==> config.mk <==
export PLATFORM = sky130hd
export DESIGN_NAME = biquad_sequencer
export DESIGN_NICKNAME = d
export VERILOG_FILES = /design/src/rtl/biquad_sequencer.sv
export SDC_FILE = /design/constraint.sdc
export NUM_CORES = 1
export LEC_CHECK = 0
export CORE_MARGIN = 2
export CORE_UTILIZATION = 55
export CTS_BUF_LIST = sky130_fd_sc_hd__clkbuf_4 sky130_fd_sc_hd__clkbuf_8
export DETAILED_ROUTE_END_ITERATION = 8
export DONT_BUFFER_PORTS = 1
export PLACE_DENSITY = 0.79
export SYNTH_ARGS = -nofsm -noshare
export SYNTH_HDL_FRONTEND = slang
export SYNTH_SLANG_ARGS = --single-unit
==> constraint.sdc <==
create_clock -name Clk -period 3.1 [get_ports Clk]
set_clock_uncertainty 0.15 [all_clocks]
set_input_delay 0.775 -clock Clk [delete_from_list [all_inputs] [get_ports Clk]]
set_output_delay 0.775 -clock Clk [all_outputs]
set_load 0.1 [all_outputs]
==> src/rtl/biquad_sequencer.sv <==
// Sample-rate control front-end for a single biquad datapath: banked coefficient
// storage, sample-boundary set switching, and a FEED/WAIT/CAPTURE handshake.
module biquad_sequencer #(
    parameter int NUM_SETS = 4,
    parameter int SET_W    = 2,
    parameter int FILT_LAT = 1
) (
    input  logic             Clk,
    input  logic             Reset,
    input  logic             sample_tick,
    input  logic [15:0]      sample_in,
    input  logic             cfg_we,
    input  logic [SET_W-1:0] cfg_set,
    input  logic [2:0]       cfg_idx,
    input  logic [15:0]      cfg_data,
    output logic             cfg_err,
    input  logic             sel_req,
    input  logic [SET_W-1:0] sel_set,
    output logic [SET_W-1:0] active_set,
    output logic             filt_en,
    output logic [15:0]      filt_x,
    output logic [15:0]      filt_b0,
    output logic [15:0]      filt_b1,
    output logic [15:0]      filt_b2,
    output logic [15:0]      filt_a0,
    output logic [15:0]      filt_a1,
    output logic [15:0]      filt_a2,
    input  logic [15:0]      filt_y,
    output logic [15:0]      sample_out,
    output logic             sample_valid,
    output logic             busy,
    output logic             overrun,
    input  logic             ovr_clr
);

    typedef enum logic [1:0] {S_IDLE, S_FEED, S_WAIT, S_CAPTURE} state_t;

    // Coefficient order within a set: b0, b1, b2, a0, a1, a2 (unity = 16'h2000, Q2.13)
    localparam logic [5:0][15:0] PASS = {16'h0000, 16'h0000, 16'h2000,
                                         16'h0000, 16'h0000, 16'h2000};

    state_t                            state, state_nxt;
    logic [3:0]                        cnt;
    logic [NUM_SETS-1:0][5:0][15:0]    bank;
    logic [5:0][15:0]                  live;
    logic [SET_W-1:0]                  pending;
    logic                              dirty;
    logic                              accept, reload, cfg_ok;
    logic [SET_W-1:0]                  tgt;

    // A select arriving with the tick applies to that same sample.
    assign tgt    = sel_req ? sel_set : pending;
    assign accept = (state == S_IDLE) && sample_tick;
    assign reload = accept && (dirty || sel_req);
    assign cfg_ok = cfg_we && (cfg_idx <= 3'd5);

    assign busy    = (state != S_IDLE);
    assign filt_en = (state == S_FEED);
    assign filt_b0 = live[0];
    assign filt_b1 = live[1];
    assign filt_b2 = live[2];
    assign filt_a0 = live[3];
    assign filt_a1 = live[4];
    assign filt_a2 = live[5];

    always_comb begin
        state_nxt = state;
        case (state)
            S_IDLE:    if (sample_tick) state_nxt = S_FEED;
            S_FEED:    state_nxt = S_WAIT;
            S_WAIT:    if (cnt == 4'd0) state_nxt = S_CAPTURE;
            S_CAPTURE: state_nxt = S_IDLE;
            default:   state_nxt = S_IDLE;
        endcase
    end

    always_ff @(posedge Clk) begin
        if (Reset) begin
            state        <= S_IDLE;
            cnt          <= 4'd0;
            filt_x       <= 16'h0000;
            sample_out   <= 16'h0000;
            sample_valid <= 1'b0;
            cfg_err      <= 1'b0;
            overrun      <= 1'b0;
            active_set   <= '0;
            pending      <= '0;
            dirty        <= 1'b1;
            live         <= PASS;
            for (int s = 0; s < NUM_SETS; s++) bank[s] <= PASS;
        end else begin
            state        <= state_nxt;
            sample_valid <= (state == S_CAPTURE);
            cfg_err      <= cfg_we && (cfg_idx > 3'd5);

            if (state == S_FEED)      cnt <= 4'(FILT_LAT - 1);
            else if (state == S_WAIT) cnt <= cnt - 4'd1;

            if (state == S_CAPTURE) sample_out <= filt_y;

            // A new overrun beats a same-cycle clear.
            if (sample_tick && busy) overrun <= 1'b1;
            else if (ovr_clr)        overrun <= 1'b0;

            if (sel_req) pending <= sel_set;

            if (accept) filt_x <= sample_in;
            if (reload) begin
                live       <= bank[tgt];
                active_set <= tgt;
            end

            // Reload reads the bank before a same-edge write, so such a write keeps dirty set.
            dirty <= (reload ? 1'b0 : (dirty | sel_req)) | (cfg_ok && (cfg_set == tgt));

            if (cfg_ok) bank[cfg_set][cfg_idx] <= cfg_data;
        end
    end

endmodule

==> results of run 1 <==
## report_power, final
part           internal [mW]  switching (mW)  leakage [nW]
sequential              6.91           0.453          4.24
clock                   3.57            2.72         0.960
combinational          0.462            1.24          2.80
## final cells by class
class / count / area [µm²]
repair buffers: 132 / 1070
clock buffers: 143 / 1760
clock inverters: 8 / 53.8
well taps: 511 / 639
inverters: 7 / 26.3
multi-input cells: 1721 / 9360
fillers: 3071 / 14100
flip-flops and latches: 526 / 10500
## sequential cells by signal (all words and copies together), names as in the netlist
register,count
filt_b0,16
sample_valid,1
dirty,1
cnt,4
sample_out,16
filt_b1,16
filt_a2,16
pending,2
state,2
filt_b2,16
bank,384
filt_a0,16
filt_x,16
cfg_err,1
overrun,1
active_set,2
filt_a1,16
## worst max-delay path by stage
stage	to	slack, ps	cells after the start
detailed placement	filt_a1[4]$_SDFFE_PP0P_	510	6
CTS	busy	420	4
global route	busy	390	4
floorplan	filt_b0[10]$_SDFFE_PP0P_	570	7
finish	busy	430	4
global placement	filt_a0[3]$_SDFFE_PP0P_	520	6
## Yosys cell counts, types with 5 or more instances
master | count | area (µm²)
a21oi_1 | 483 | 2420
a21oi_2 | 5 | 43.8
and2_1 | 10 | 62.6
buf_2 | 35 | 175
buf_6 | 10 | 113
clkbuf_1 | 163 | 612
dfxtp_1 | 526 | 10500
ha_1 | 5 | 62.6
inv_1 | 6 | 22.5
mux2i_1 | 17 | 170
mux4_1 | 9 | 236
mux4_2 | 87 | 1960
nand2_1 | 1007 | 3780
nand3_1 | 9 | 45.0
nor2_1 | 38 | 143
or2_2 | 13 | 81.3
## critical path, stage by stage (launching register included)
cell	delay, ps
dfxtp_1	380
inv_1	90
ha_1	240
inv_1	100
buf_4	300
## per-layer routing
metal  GRT usage [%]  up-vias  share of wire (%)
li1                -     8177                  -
met1            35.7     8466                 38
met2            49.4      833                 48
met3            6.41      150                 10
met4            14.3        0                3.9
met5               0        -                  0
## stage by stage
step	cells	utilization (%)	instance area (µm²)
6_report	3048	62.5	23400
5_1_grt	3048	62.5	23400
4_1_cts	3048	62.5	23400
3_5_place_dp	2897	57.7	21600
3_3_place_gp	2897	57.7	21600
2_1_floorplan	2464	-	20800
## cells by family (layout without fill, tap and decap cells)
group / count (synthesis) / after routing / synth area share, %
xor gates and xnor gates: 5 / 5 / 0.210
AOI/OAI and AO/OA: 496 / 496 / 12.1
buffers and inverters: 217 / 290 / 4.64
DFF: 526 / 526 / 50.5
and+or+nand+nor: 1100 / 1100 / 20.6
adders and majority gates: 5 / 5 / 0.300
muxes: 115 / 115 / 11.6
==> qor.yml, run 1 <==
crit_type: "reg2out"
post_cts_resized: 0
dr_total_vias: 17600
rrSetupSlack_ps: 880
grt_pass1_vias: 17400
drtIter0Drc: 1502
cts_tree: "done"
powerDensity_nw_per_um2: 655
critPathLaunchType: "flip-flop"
leakage_nw: 8.01
cp.required_ps: 2170
hold_class: "in2reg"
track_usage_pct: 29.3
timing.rr.start: "state[0]$_SDFFE_PP0P_"
path_clk_slew_ps: 60
layout_common_cells: "1007 x nand2_1, 526 x dfxtp_1, 483 x a21oi_1"
ys.warnings.count: 0
endpoint_kind: "output port"
seq_area_frac_synth_pct: 50.5
worstReg2RegEnd: "filt_a1[5]$_SDFFE_PP0P_"
ant_nets: 0
cp-startpoint: "state[0]$_SDFFE_PP0P_"
slew_viol_final: 0
holdPathStages: 1
pre_cts_slack_ps: 513
status: "finished clean"
postCtsHoldBufs: 0
cts_max_path_buffers: 3
gp_congestion: 0.796
worstHoldStart: "Reset"
synthFlopType: "dfxtp_1"
netlist_instances: 2464
cts_root_buf: "clkbuf_8"
avgRoutedWirePerCell_um: 19.0
p_total_mw: 15.3
totalWireLength_mm: 57.9
viasPerCell: 5.78
layout_commonest_cell: "nand2_1"
die_w_um: 199
clk_latency_ps: 640
vdd_drop_max_uv: 505
fmax_mhz: 375
overflow: 0
ys_ff_latch: 526
finalWorstSetupSlack_ps: 434
tightest_slew_ps: 1390
fin_nets: 2539
final-setup-viol-count: 0
min_period_ps: 2670
num_rows: 71
fin_tns_setup_ps: 0
portBuffers: 0
die_h_um: 199
cp.arrival_ps: 1740
clkSinkCount: 526
io_pins: 196
avgSynthCellArea_um2: 8.46
timing.final.crit_share_pct: 86.0
grt_pass1_wl_mm: 90.8
dp_hpwl_mm: 33.6
ff2ff_path_depth: 8
holdPathEnd: "filt_x[0]$_SDFFE_PP0P_"
start_util_pct: 55.6
rsz0062_at_grt: "no"
syn_nets: 2530
numCtsBuffers: 85
area_growth_pct: 12.5
slew_headroom_pct: 7.13
antenna_cells: 0
drive_above_1_share_pct: 15.8
async_reset_ff_share_pct: 0
core_area_um2: 37500
crit_fanout: 4
synth_edf_count: 0
max_cap_violations: 0
grt_max_degree: 518
die-area_um2: 39500
post-route-drc-count: 0
drtPass1Iterations: 5
netlist_area_um2: 20800
hold_slack_ps: 81.4
synth_cell_types: 39
final_hold_viol_count: 0
cts_max_level: 3
post_cts_buffers: 0
grt_antenna_before_repair: 0
(Power assumes the default switching activity.)
==> inputs of run 2 (changes only) <==
Settings changed: SKIP_CTS_REPAIR_TIMING set to 1.
==> results of run 2 <==
No change in the layout: final DEF, timing and power equal those of run 1.
